==> src/rtl/pwm_pkg.sv <==
// ----------------------------------------------------------------------------
// pwm_pkg
//   Shared types and helpers for the multichannel PWM block.
//   - pwm_mode_e : counting mode latched at each period boundary
//   - pwm_dir_e  : center-mode counter direction
//   - pwm_max()  : full-scale count for a given resolution (2^width - 1)
//   - ch_idx_w() : width of a channel index, never less than one bit
// ----------------------------------------------------------------------------
package pwm_pkg;

    // Upper bound on channel count supported by the block.
    localparam int unsigned PWM_MAX_CHANNELS = 16;

    // Smallest legal channel-index width (a single channel still needs one bit).
    localparam int unsigned PWM_CH_IDX_MIN_W = 1;

    typedef enum logic {
        PWM_MODE_EDGE   = 1'b0,
        PWM_MODE_CENTER = 1'b1
    } pwm_mode_e;

    typedef enum logic {
        DIR_UP   = 1'b0,
        DIR_DOWN = 1'b1
    } pwm_dir_e;

    function automatic int unsigned pwm_max(input int unsigned width);
        return (32'd1 << width) - 32'd1;
    endfunction

    function automatic int unsigned ch_idx_w(input int unsigned channels);
        if (channels <= 1)
            return PWM_CH_IDX_MIN_W;
        else
            return $clog2(channels);
    endfunction

endpackage

==> src/rtl/pwm_prescaler.sv <==
// ----------------------------------------------------------------------------
// pwm_prescaler
//   Shared clock prescaler. Produces a single-cycle tick every 2^speed clocks
//   while enabled; held in reset (count cleared, no tick) while disabled.
// Ports
//   clk     in  1        clock
//   rst     in  1        asynchronous reset, active-high
//   enable  in  1        run/stop; low clears the prescale count
//   speed   in  PRESC_W  divide select, divide ratio = 2^speed
//   tick    out 1        combinational tick, one clk wide
// ----------------------------------------------------------------------------
module pwm_prescaler
    import pwm_pkg::*;
#(
    parameter int PRESC_W = 3
) (
    input  logic               clk,
    input  logic               rst,
    input  logic               enable,
    input  logic [PRESC_W-1:0] speed,
    output logic               tick
);

    // Largest speed value is 2^PRESC_W-1, so the count must reach 2^(that)-1.
    localparam int PRE_W = (1 << PRESC_W) - 1;

    logic [PRE_W-1:0] pre_cnt;
    logic [PRE_W:0]   term;

    // Terminal count for the current speed; one bit wider so the shift by the
    // maximum speed does not overflow before the subtraction.
    assign term = ((PRE_W+1)'(1) << speed) - (PRE_W+1)'(1);

    // '>=' rather than '==' so lowering speed while the count is already past
    // the new terminal value ticks on the next clock instead of wrapping.
    assign tick = enable && ({1'b0, pre_cnt} >= term);

    always_ff @(posedge clk or posedge rst) begin
        if (rst) begin
            pre_cnt <= '0;
        end else if (!enable || tick) begin
            pre_cnt <= '0;
        end else begin
            pre_cnt <= pre_cnt + PRE_W'(1);
        end
    end

endmodule

==> src/rtl/pwm_multichannel.sv <==
// ----------------------------------------------------------------------------
// pwm_multichannel
//   N-channel PWM generator with a shared prescaler and period counter.
//   Per-channel duty is double-buffered: writes land in a shadow register and
//   are copied to the active register only at a period boundary (or
//   continuously while disabled). Edge-aligned and center-aligned counting.
// Ports
//   clk           in  1          clock
//   rst           in  1          asynchronous reset, active-high
//   enable        in  1          run/stop; low holds counters, outputs low
//   speed         in  PRESC_W    prescale select, tick every 2^speed clk
//   center_mode   in  1          0 edge-aligned, 1 center-aligned (at boundary)
//   wr_en         in  1          duty write strobe
//   wr_ch         in  CH_W       channel index for the write
//   wr_duty       in  WIDTH      duty value for the shadow register
//   period_start  out 1          one-clk pulse when active duties/mode load
//   pwm           out CHANNELS   registered PWM outputs
// ----------------------------------------------------------------------------
module pwm_multichannel
    import pwm_pkg::*;
#(
    parameter int CHANNELS = 4,
    parameter int WIDTH    = 8,
    parameter int PRESC_W  = 3
) (
    input  logic                          clk,
    input  logic                          rst,
    input  logic                          enable,
    input  logic [PRESC_W-1:0]            speed,
    input  logic                          center_mode,
    input  logic                          wr_en,
    input  logic [ch_idx_w(CHANNELS)-1:0] wr_ch,
    input  logic [WIDTH-1:0]              wr_duty,
    output logic                          period_start,
    output logic [CHANNELS-1:0]           pwm
);

    localparam int CH_W = ch_idx_w(CHANNELS);

    localparam logic [WIDTH-1:0] CNT_MAX  = WIDTH'(pwm_max(WIDTH));
    localparam logic [WIDTH-1:0] CNT_TOP  = CNT_MAX - WIDTH'(1);   // last up-count value
    localparam logic [WIDTH-1:0] CNT_TURN = CNT_MAX - WIDTH'(2);   // first down-count value

    logic                tick;
    logic                boundary;
    logic [WIDTH-1:0]    cnt;
    pwm_dir_e            dir;
    pwm_mode_e           mode_q;
    logic [WIDTH-1:0]    shadow [CHANNELS];
    logic [WIDTH-1:0]    active [CHANNELS];
    logic [CHANNELS-1:0] duty_hit;
    logic [CHANNELS-1:0] pwm_q;

    pwm_prescaler #(
        .PRESC_W (PRESC_W)
    ) u_prescaler (
        .clk    (clk),
        .rst    (rst),
        .enable (enable),
        .speed  (speed),
        .tick   (tick)
    );

    // A period starts on the tick taken at cnt==0 while counting up; in edge
    // mode dir never leaves DIR_UP so the direction term is always true there.
    assign boundary = tick && (cnt == '0) && (dir == DIR_UP);

    // ---- stage: period counter / direction / mode latch ----
    always_ff @(posedge clk or posedge rst) begin
        if (rst) begin
            cnt          <= '0;
            dir          <= DIR_UP;
            mode_q       <= PWM_MODE_EDGE;
            period_start <= 1'b0;
        end else if (!enable) begin
            // Parked at a boundary so the first tick after enable starts a period.
            cnt          <= '0;
            dir          <= DIR_UP;
            mode_q       <= pwm_mode_e'(center_mode);
            period_start <= 1'b0;
        end else begin
            period_start <= boundary;
            if (boundary) begin
                mode_q <= pwm_mode_e'(center_mode);
            end
            if (tick) begin
                // At the boundary cnt is 0, so the old mode_q still gives the
                // correct 0 -> 1 step regardless of the mode being loaded.
                if (mode_q == PWM_MODE_CENTER) begin
                    if (dir == DIR_UP) begin
                        if (cnt == CNT_TOP) begin
                            cnt <= CNT_TURN;
                            dir <= DIR_DOWN;
                        end else begin
                            cnt <= cnt + WIDTH'(1);
                        end
                    end else begin
                        cnt <= cnt - WIDTH'(1);
                        if (cnt == WIDTH'(1)) begin
                            dir <= DIR_UP;
                        end
                    end
                end else begin
                    dir <= DIR_UP;
                    if (cnt == CNT_TOP) begin
                        cnt <= '0;
                    end else begin
                        cnt <= cnt + WIDTH'(1);
                    end
                end
            end
        end
    end

    // ---- stage: shadow / active duty registers ----
    // Shadow writes and the shadow->active copy share an edge, so a write on
    // the boundary clock is seen by active only at the following boundary.
    // Indices at or above CHANNELS match no slot and are dropped.
    always_ff @(posedge clk or posedge rst) begin
        if (rst) begin
            for (int i = 0; i < CHANNELS; i++) begin
                shadow[i] <= '0;
                active[i] <= '0;
            end
        end else begin
            for (int i = 0; i < CHANNELS; i++) begin
                if (wr_en && (wr_ch == CH_W'(i))) begin
                    shadow[i] <= wr_duty;
                end
                if (!enable || boundary) begin
                    active[i] <= shadow[i];
                end
            end
        end
    end

    // Per-channel compare; cnt never reaches CNT_MAX, so a full-scale duty
    // stays high for the whole period and a zero duty never goes high.
    for (genvar g = 0; g < CHANNELS; g++) begin : g_cmp
        assign duty_hit[g] = (cnt < active[g]);
    end

    // ---- stage: registered outputs ----
    always_ff @(posedge clk or posedge rst) begin
        if (rst) begin
            pwm_q <= '0;
        end else if (!enable) begin
            pwm_q <= '0;
        end else begin
            pwm_q <= duty_hit;
        end
    end

    assign pwm = pwm_q;

endmodule

==> config.mk <==
export PLATFORM = sky130hd
export DESIGN_NAME = pwm_multichannel
export DESIGN_NICKNAME = d
export VERILOG_FILES = /design/src/rtl/pwm_pkg.sv /design/src/rtl/pwm_prescaler.sv /design/src/rtl/pwm_multichannel.sv
export SDC_FILE = /design/constraint.sdc
export NUM_CORES = 1
export LEC_CHECK = 0
export CORE_MARGIN = 5
export CORE_UTILIZATION = 55
export DETAILED_ROUTE_END_ITERATION = 7
export GPL_TIMING_DRIVEN = 0
export PLACE_DENSITY = 0.74
export SLEW_MARGIN = 20
export SYNTH_ARGS = -nofsm -noshare
export SYNTH_HDL_FRONTEND = slang
export SYNTH_SLANG_ARGS = --single-unit
==> constraint.sdc <==
create_clock -name clk -period 2.4 [get_ports clk]
set_input_delay 0.36 -clock clk [delete_from_list [all_inputs] [get_ports clk]]
set_output_delay 0.36 -clock clk [all_outputs]
set_load 0.1 [all_outputs]
==> flow_metrics.env, run 1 <==
export IMPL_status="completed"
export IMPL_vias_per_cell=5.78
export IMPL_first_global_vias=3251
export IMPL_worstSetupStartpointType="register"
export IMPL_synth_seq_area_share_pct=45.7
export IMPL_first_pass_iters=4
export IMPL_dr_first_iter_drc_count=139
export IMPL_cts_buffers=9
export IMPL_cp_arrival_ps=2570
export IMPL_timing_slew_headroom_pct=35.0
export IMPL_io_pins=23
export IMPL_grt_max_degree=37
export IMPL_path_class="reg -> reg"
export IMPL_worstPathRequired_ps=2640
export IMPL_grtUsageTotal_pct=20.1
export IMPL_start_util_pct=56.8
export IMPL_postSynth_asyncResetShare_pct=100
export IMPL_dieArea_um2=10500
export IMPL_fp_row_count=33
export IMPL_place_inst=522
export IMPL_finalSetupTns_ps=0
export IMPL_synth_cell_types=49
export IMPL_n_antenna_cell=0
export IMPL_p_sw_share_pct=29.1
export IMPL_end_kind="register"
export IMPL_maxCapViolCount=0
export IMPL_power_clock_fraction_pct=25.7
export IMPL_path_cells="clkbuf_1 > nor3_2 > nand4b_1 > o21ai_4 > buf_6 > buf_12 > mux2_4"
export IMPL_timing_clock_skew_ps=5.41
export IMPL_cts_hold_buf=0
export IMPL_setup_viol=0
export IMPL_hpwlAfterDp_um=6930
export IMPL_worst_path_buf_inv=3
export IMPL_finalNonFillerCells=546
export IMPL_htree_levels=3
export IMPL_synth_ff_latch_count=86
export IMPL_max_stage_delay_ps=500
export IMPL_ctsRootBufferMaster="clkbuf_8"
export IMPL_netSwitchingPower_uw=1060
export IMPL_power_frac_comb_pct=23.4
export IMPL_hold_class="in -> async"
export IMPL_fin_crit_sh_pct=97.4
export IMPL_fmax_ghz=0.428
export IMPL_power_frac_seq_pct=51.0
export IMPL_crit_family="buffers and inverters"
export IMPL_syn_nets=453
export IMPL_fillers=648
export IMPL_final_max_slew_viol_count=0
export IMPL_power_uw=3660
export IMPL_syn_inst=394
export IMPL_grt_pass1_wl_um=16200
export IMPL_finalInstanceArea_um2=5440
export IMPL_grt_antenna_before_repair=0
export IMPL_p_per_area_nw_per_um2=673
export IMPL_tritoncts="done"
export IMPL_vdd_ir_drop_max_v=0.000329
export IMPL_synth_edff_count=0
export IMPL_die_w_um=103
export IMPL_drive_gt1_share_pct=25.9
export IMPL_clk_pin_slew_ps=90
export IMPL_internal_power_uw=2590
export IMPL_clock_sinks=86
export IMPL_cts_buffer_depth=2
export IMPL_crit_fanout=10
export IMPL_p_leak_uw=0.00266
export IMPL_period_needed_ps=2340
export IMPL_port_buffers=21
export IMPL_area_growth_pct=15.4
export IMPL_nNetsFinal=495
export IMPL_overflow=0
export IMPL_ant_nets=0
export IMPL_wirelength_um=9740
export IMPL_wire_per_inst_um=17.8
export IMPL_synthFlopType="dfrtp_1"
export IMPL_die_y_um=103
export IMPL_syn_area_per_cell_um2=12.0
export IMPL_tightest_slew_ps=972
export IMPL_via_count=3158
export IMPL_gp_congestion=0.882
export IMPL_cp_slowest_cell="dfrtp_1"
export IMPL_worstSkewPairLatency_ps=350
export IMPL_drc_errors=0
export IMPL_placed_area_um2=5110
export IMPL_yosys_warnings=0
export IMPL_final_hold_violation_count=0
export IMPL_synthesis_area_um2=4710
export IMPL_coreArea_um2=8300
==> flip-flops by register name, summed over array words and instances (netlist names) <==
name                 flops
active                  32
shadow                  32
cnt                      8
u_prescaler.pre_cnt      7
pwm                      4
dir                      1
mode_q                   1
period_start             1
==> power groups by stage <==
stage,Combinational (µW),Clock [µW],Sequential (µW)
after floorplan,607,0,1870
after global placement,775,0,1880
after detailed placement,822,0,1890
after CTS,849,974,1870
after global routing,951,1040,1900
final,855,939,1860
==> logic make-up (layout without fill, tap and decap cells) <==
logic type                 after synthesis  count (layout)  share of synthesized area, %
AOI/OAI and AO/OA                       63              63                          9.77
xor gates and xnor gates                 8               8                          1.49
adders and majority gates               41              41                          10.9
buffers and inverters                   49              96                          4.72
DFF                                     86              86                          45.7
muxes                                   66              66                          18.1
and+or+nand+nor                         81              81                          9.34
==> synth_stat cells, types with 3 or more instances <==
library cell | count | area [µm²]
a2111oi_0 | 4 | 35.0
a211oi_1 | 3 | 22.5
a21o_1 | 8 | 60.1
a21oi_1 | 12 | 60.1
and2_1 | 6 | 37.5
and3_1 | 3 | 18.8
buf_4 | 4 | 30.0
buf_6 | 3 | 33.8
clkbuf_1 | 6 | 22.5
dfrtp_1 | 86 | 2150
ha_1 | 41 | 513
inv_1 | 34 | 128
mux2_2 | 35 | 394
mux2_4 | 30 | 450
nand2_1 | 10 | 37.5
nand2b_1 | 7 | 43.8
nand3_1 | 11 | 55.1
nand3b_1 | 3 | 22.5
nand4_1 | 5 | 31.3
nor2_1 | 18 | 67.6
nor3_1 | 5 | 25.0
o211a_1 | 4 | 40.0
o21ai_0 | 13 | 65.1
xnor2_1 | 6 | 52.6
==> timing repair <==
action | in CTS | in global routing
pin swaps | 5 | 4
gates cloned | 1 | 0
buffers inserted | 5 | 4
resized for setup | 25 | 10
setup endpoints to repair | 49 | 40
==> worst paths after layout <==
| kind | slack (ps) | cells after the start | endpoint | startpoint |
|---|---|---|---|---|
| max | 60 | 7 | active[18]$_DFFE_PP0P_ | cnt[2]$_DFFE_PP0N_ |
| min | 370 | 2 | shadow[10]$_DFFE_PP0P_ | rst |
| max reg2reg | 60 | 7 | active[18]$_DFFE_PP0P_ | cnt[2]$_DFFE_PP0N_ |
| min reg2reg | 510 | 1 | active[20]$_DFFE_PP0P_ | shadow[20]$_DFFE_PP0P_ |
| max in group asynchronous | 1520 | 3 | active[31]$_DFFE_PP0P_ | rst |
| min in group clk | 510 | 1 | active[20]$_DFFE_PP0P_ | shadow[20]$_DFFE_PP0P_ |
==> cell usage in the layout (no fill, tap or decap), types with 4 or more instances in the layout <==
cell / netlist / final
a2111oi_0: 4 / 4
nand4_1: 5 / 5
clkbuf_8: 0 / 10
clkbuf_1: 6 / 5
nand2_1: 10 / 10
dfrtp_1: 86 / 86
nand2b_1: 7 / 6
a21o_1: 8 / 8
and2_1: 6 / 6
nand3_1: 11 / 11
o211a_1: 4 / 4
buf_4: 4 / 8
mux2_2: 35 / 35
xnor2_1: 6 / 6
nor2_1: 18 / 17
inv_1: 34 / 33
o21ai_0: 13 / 13
a21oi_1: 12 / 12
clkinvlp_4: 0 / 4
clkdlybuf4s50_1: 0 / 18
ha_1: 41 / 40
buf_12: 0 / 4
nor3_1: 5 / 4
buf_6: 3 / 5
mux2_4: 30 / 30
==> metrics by stage <==
step / hold slack (ps) / setup WS, ps / utilization (%)
floorplan: 446 / -36.5 / -
global placement: 479 / -784 / 61.0
detailed placement: 479 / -811 / 61.5
CTS: 365 / -29.6 / 64.8
global route: 391 / -26.3 / 65.5
finish: 369 / 62.1 / 65.5
==> area by class of cell <==
class,count,area (µm²),share of cell area [%]
repair buffers,32,354,6.51
clock buffers,10,138,2.53
inverters,35,135,2.48
flip-flops and latches,86,2150,39.6
multi-input cells,259,2380,43.8
clock inverters,6,45.0,0.828
plain buffers,13,98.8,1.82
well taps,105,131,2.42
==> worst reg2reg max path: cells and delay by family, from the launching register on <==
| kind | cells | cell delay (ps) |
|---|---|---|
| AOI/OAI and AO/OA | 1 | 300 |
| buffers and inverters | 3 | 580 |
| DFF | 1 | 500 |
| muxes | 1 | 300 |
| and+or+nand+nor | 2 | 550 |
==> layer usage <==
metal,vias up,track usage (%),wire [µm]
met4,0,6.16,153
li1,1494,-,-
met1,1592,27.8,4430
met2,57,32.4,4860
met5,-,0,0
met3,15,3.79,292
(Power assumes the default switching activity.)
==> inputs of run 2 (changes only) <==
Settings changed: ABC_AREA set to 0.
==> results of run 2 <==
The final DEF is identical to that of run 1; final timing and power are the same.
==> inputs of run 3 (changes only) <==
Settings changed: CORE_MARGIN 5 to unset.
==> run 3 against run 2 <==
  * Die area fell by 15%
  * Non-clock buffer count grew 8
  * Utilization is 2.3 points higher
  * Maximum frequency about the same
  * Sequential cell count stayed put
  * Total power rose by 6.6%
  * Worst setup slack better by 0.61 ps
  * Cell count grew 1.5%
  * Sequential power about the same
  * Combinational power up 5.8%
  * Largest cell class unchanged
==> flow_metrics.env, run 3 (same netlist as run 1, synthesis figures left out) <==
export IMPL_coreArea_um2=8260
export IMPL_ctsRootBufferMaster="clkbuf_8"
export IMPL_first_global_vias=3301
export IMPL_hold_class="in -> async"
export IMPL_clock_sinks=86
export IMPL_worstSkewPairLatency_ps=370
export IMPL_worst_path_buf_inv=3
export IMPL_cts_buffers=9
export IMPL_power_frac_comb_pct=23.2
export IMPL_tightest_slew_ps=969
export IMPL_n_antenna_cell=0
export IMPL_netSwitchingPower_uw=1090
export IMPL_port_buffers=21
export IMPL_cts_buffer_depth=2
export IMPL_end_kind="register"
export IMPL_die_w_um=94.6
export IMPL_cp_arrival_ps=2580
export IMPL_period_needed_ps=2340
export IMPL_gp_congestion=0.868
export IMPL_tritoncts="done"
export IMPL_via_count=3208
export IMPL_p_leak_uw=0.00276
export IMPL_htree_levels=3
export IMPL_area_growth_pct=18.9
export IMPL_status="completed"
export IMPL_crit_family="compound AO/OA/AOI/OAI gates"
export IMPL_max_stage_delay_ps=360
export IMPL_grt_antenna_before_repair=0
export IMPL_wirelength_um=9960
export IMPL_layout_commonest_cell="dfrtp_1"
export IMPL_overflow=0
export IMPL_io_pins=23
export IMPL_p_sw_share_pct=28.0
export IMPL_grtUsageTotal_pct=24.8
export IMPL_vdd_ir_drop_max_v=0.000556
export IMPL_vias_per_cell=5.79
export IMPL_fin_crit_sh_pct=97.4
export IMPL_internal_power_uw=2810
export IMPL_largestRegisters="active x32, shadow x32, cnt x8"
export IMPL_setup_ws_ps=62.7
export IMPL_p_per_area_nw_per_um2=696
export IMPL_cp_slowest_cell="or3_1"
export IMPL_path_cells="buf_6 > or3_1 > ha_1 > nand2b_4 > a211o_1 > a211oi_4 > o21ai_4 > buf_6 > buf_16 > mux2_4"
export IMPL_hpwlAfterDp_um=6970
export IMPL_fp_row_count=33
export IMPL_power_frac_seq_pct=47.7
export IMPL_fmax_ghz=0.428
export IMPL_dr_first_iter_drc_count=147
export IMPL_start_util_pct=57.1
export IMPL_maxCapViolCount=0
export IMPL_cts_hold_buf=0
export IMPL_power_uw=3900
export IMPL_timing_clock_skew_ps=15.0
export IMPL_worstPathRequired_ps=2650
export IMPL_worstSetupStartpointType="input port"
export IMPL_mostFrequentLayoutCells="dfrtp_1, ha_1, mux2_2, inv_1, mux2_4"
export IMPL_final_hold_violation_count=0
export IMPL_setup_viol=0
export IMPL_nNetsFinal=503
export IMPL_power_clock_fraction_pct=29.0
export IMPL_final_max_slew_viol_count=0
export IMPL_timing_critical_path_mode_cell="buf_6"
export IMPL_dp_slack_ps=-813
export IMPL_first_pass_iters=4
export IMPL_grt_max_degree=24
export IMPL_ant_nets=0
export IMPL_timing_slew_headroom_pct=35.2
export IMPL_dieArea_um2=8940
export IMPL_crit_fanout=5
export IMPL_fin_util_pct=67.8
export IMPL_die_y_um=94.6
export IMPL_whs_ps=374
export IMPL_path_class="in -> reg"
export IMPL_clk_pin_slew_ps=80
export IMPL_wire_per_inst_um=18.0
export IMPL_grt_pass1_wl_um=16400
export IMPL_drc_errors=0
export IMPL_drive_gt1_share_pct=26.9
run 3: worst paths after layout:
kind	startpoint	endpoint	slack (ps)	cells after the start
max in group asynchronous	rst	shadow[25]$_DFFE_PP0P_	1360	4
setup / recovery	speed[0]	active[14]$_DFFE_PP0P_	60	10
min in group clk	shadow[7]$_DFFE_PP0P_	active[7]$_DFFE_PP0P_	490	1
hold reg to reg	shadow[7]$_DFFE_PP0P_	active[7]$_DFFE_PP0P_	490	1
setup reg to reg	u_prescaler.pre_cnt[4]$_DFF_PP0_	cnt[2]$_DFFE_PP0N_	70	9
hold / removal	rst	active[10]$_DFFE_PP0P_	370	2
run 3: stage by stage:
step / setup TNS (ps) / area [µm²] / cells
2_1_floorplan: -1090 / 4720 / 394
3_3_place_gp: -34420 / 5070 / 520
3_5_place_dp: -35950 / 5140 / 523
4_1_cts: -352 / 5570 / 552
5_1_grt: -17.5 / 5600 / 554
6_report: 0 / 5600 / 554
run 3: worst register-to-register path: cells and delay by family, from the launching register on:
kind	cells	cell delay, ps
flip-flops	1	430
AND/OR/NAND/NOR	3	800
adder cells (fa/ha/maj)	1	320
buffers and inverters	3	400
AO/OA/AOI/OAI	2	290
run 3: layout make-up:
cell class              instances  area [µm²]
multi-input cells             259        2370
clock buffers                   9         124
plain buffers                  14         121
well taps                     105         131
flip-flops and latches         86        2150
clock inverters                 7        97.6
fillers                       620        2660
inverters                      35         135
repair buffers                 39         472
run 3: per-layer routing:
metal,wire [µm],track usage [%]
met1,4290,32.1
met2,5060,41.5
met3,385,5.07
met4,224,8.46
met5,0,0
run 3: power by group through the flow:
stage	Combinational, µW	Clock [µW]	Sequential [µW]
after floorplan	607	0	1870
after global placement	778	0	1880
after global routing	994	1210	1900
final	905	1130	1860
after detailed placement	838	0	1890
after CTS	899	1150	1860
run 3: repair_timing:
item | 4_1_cts | 5_1_grt
cloned | 3 | 0
buffers inserted | 10 | 2
endpoints found under the hold margin | 0 | 0
pin swaps | 5 | 5
gates resized for setup | 28 | 6
endpoints found under the setup margin | 49 | 37
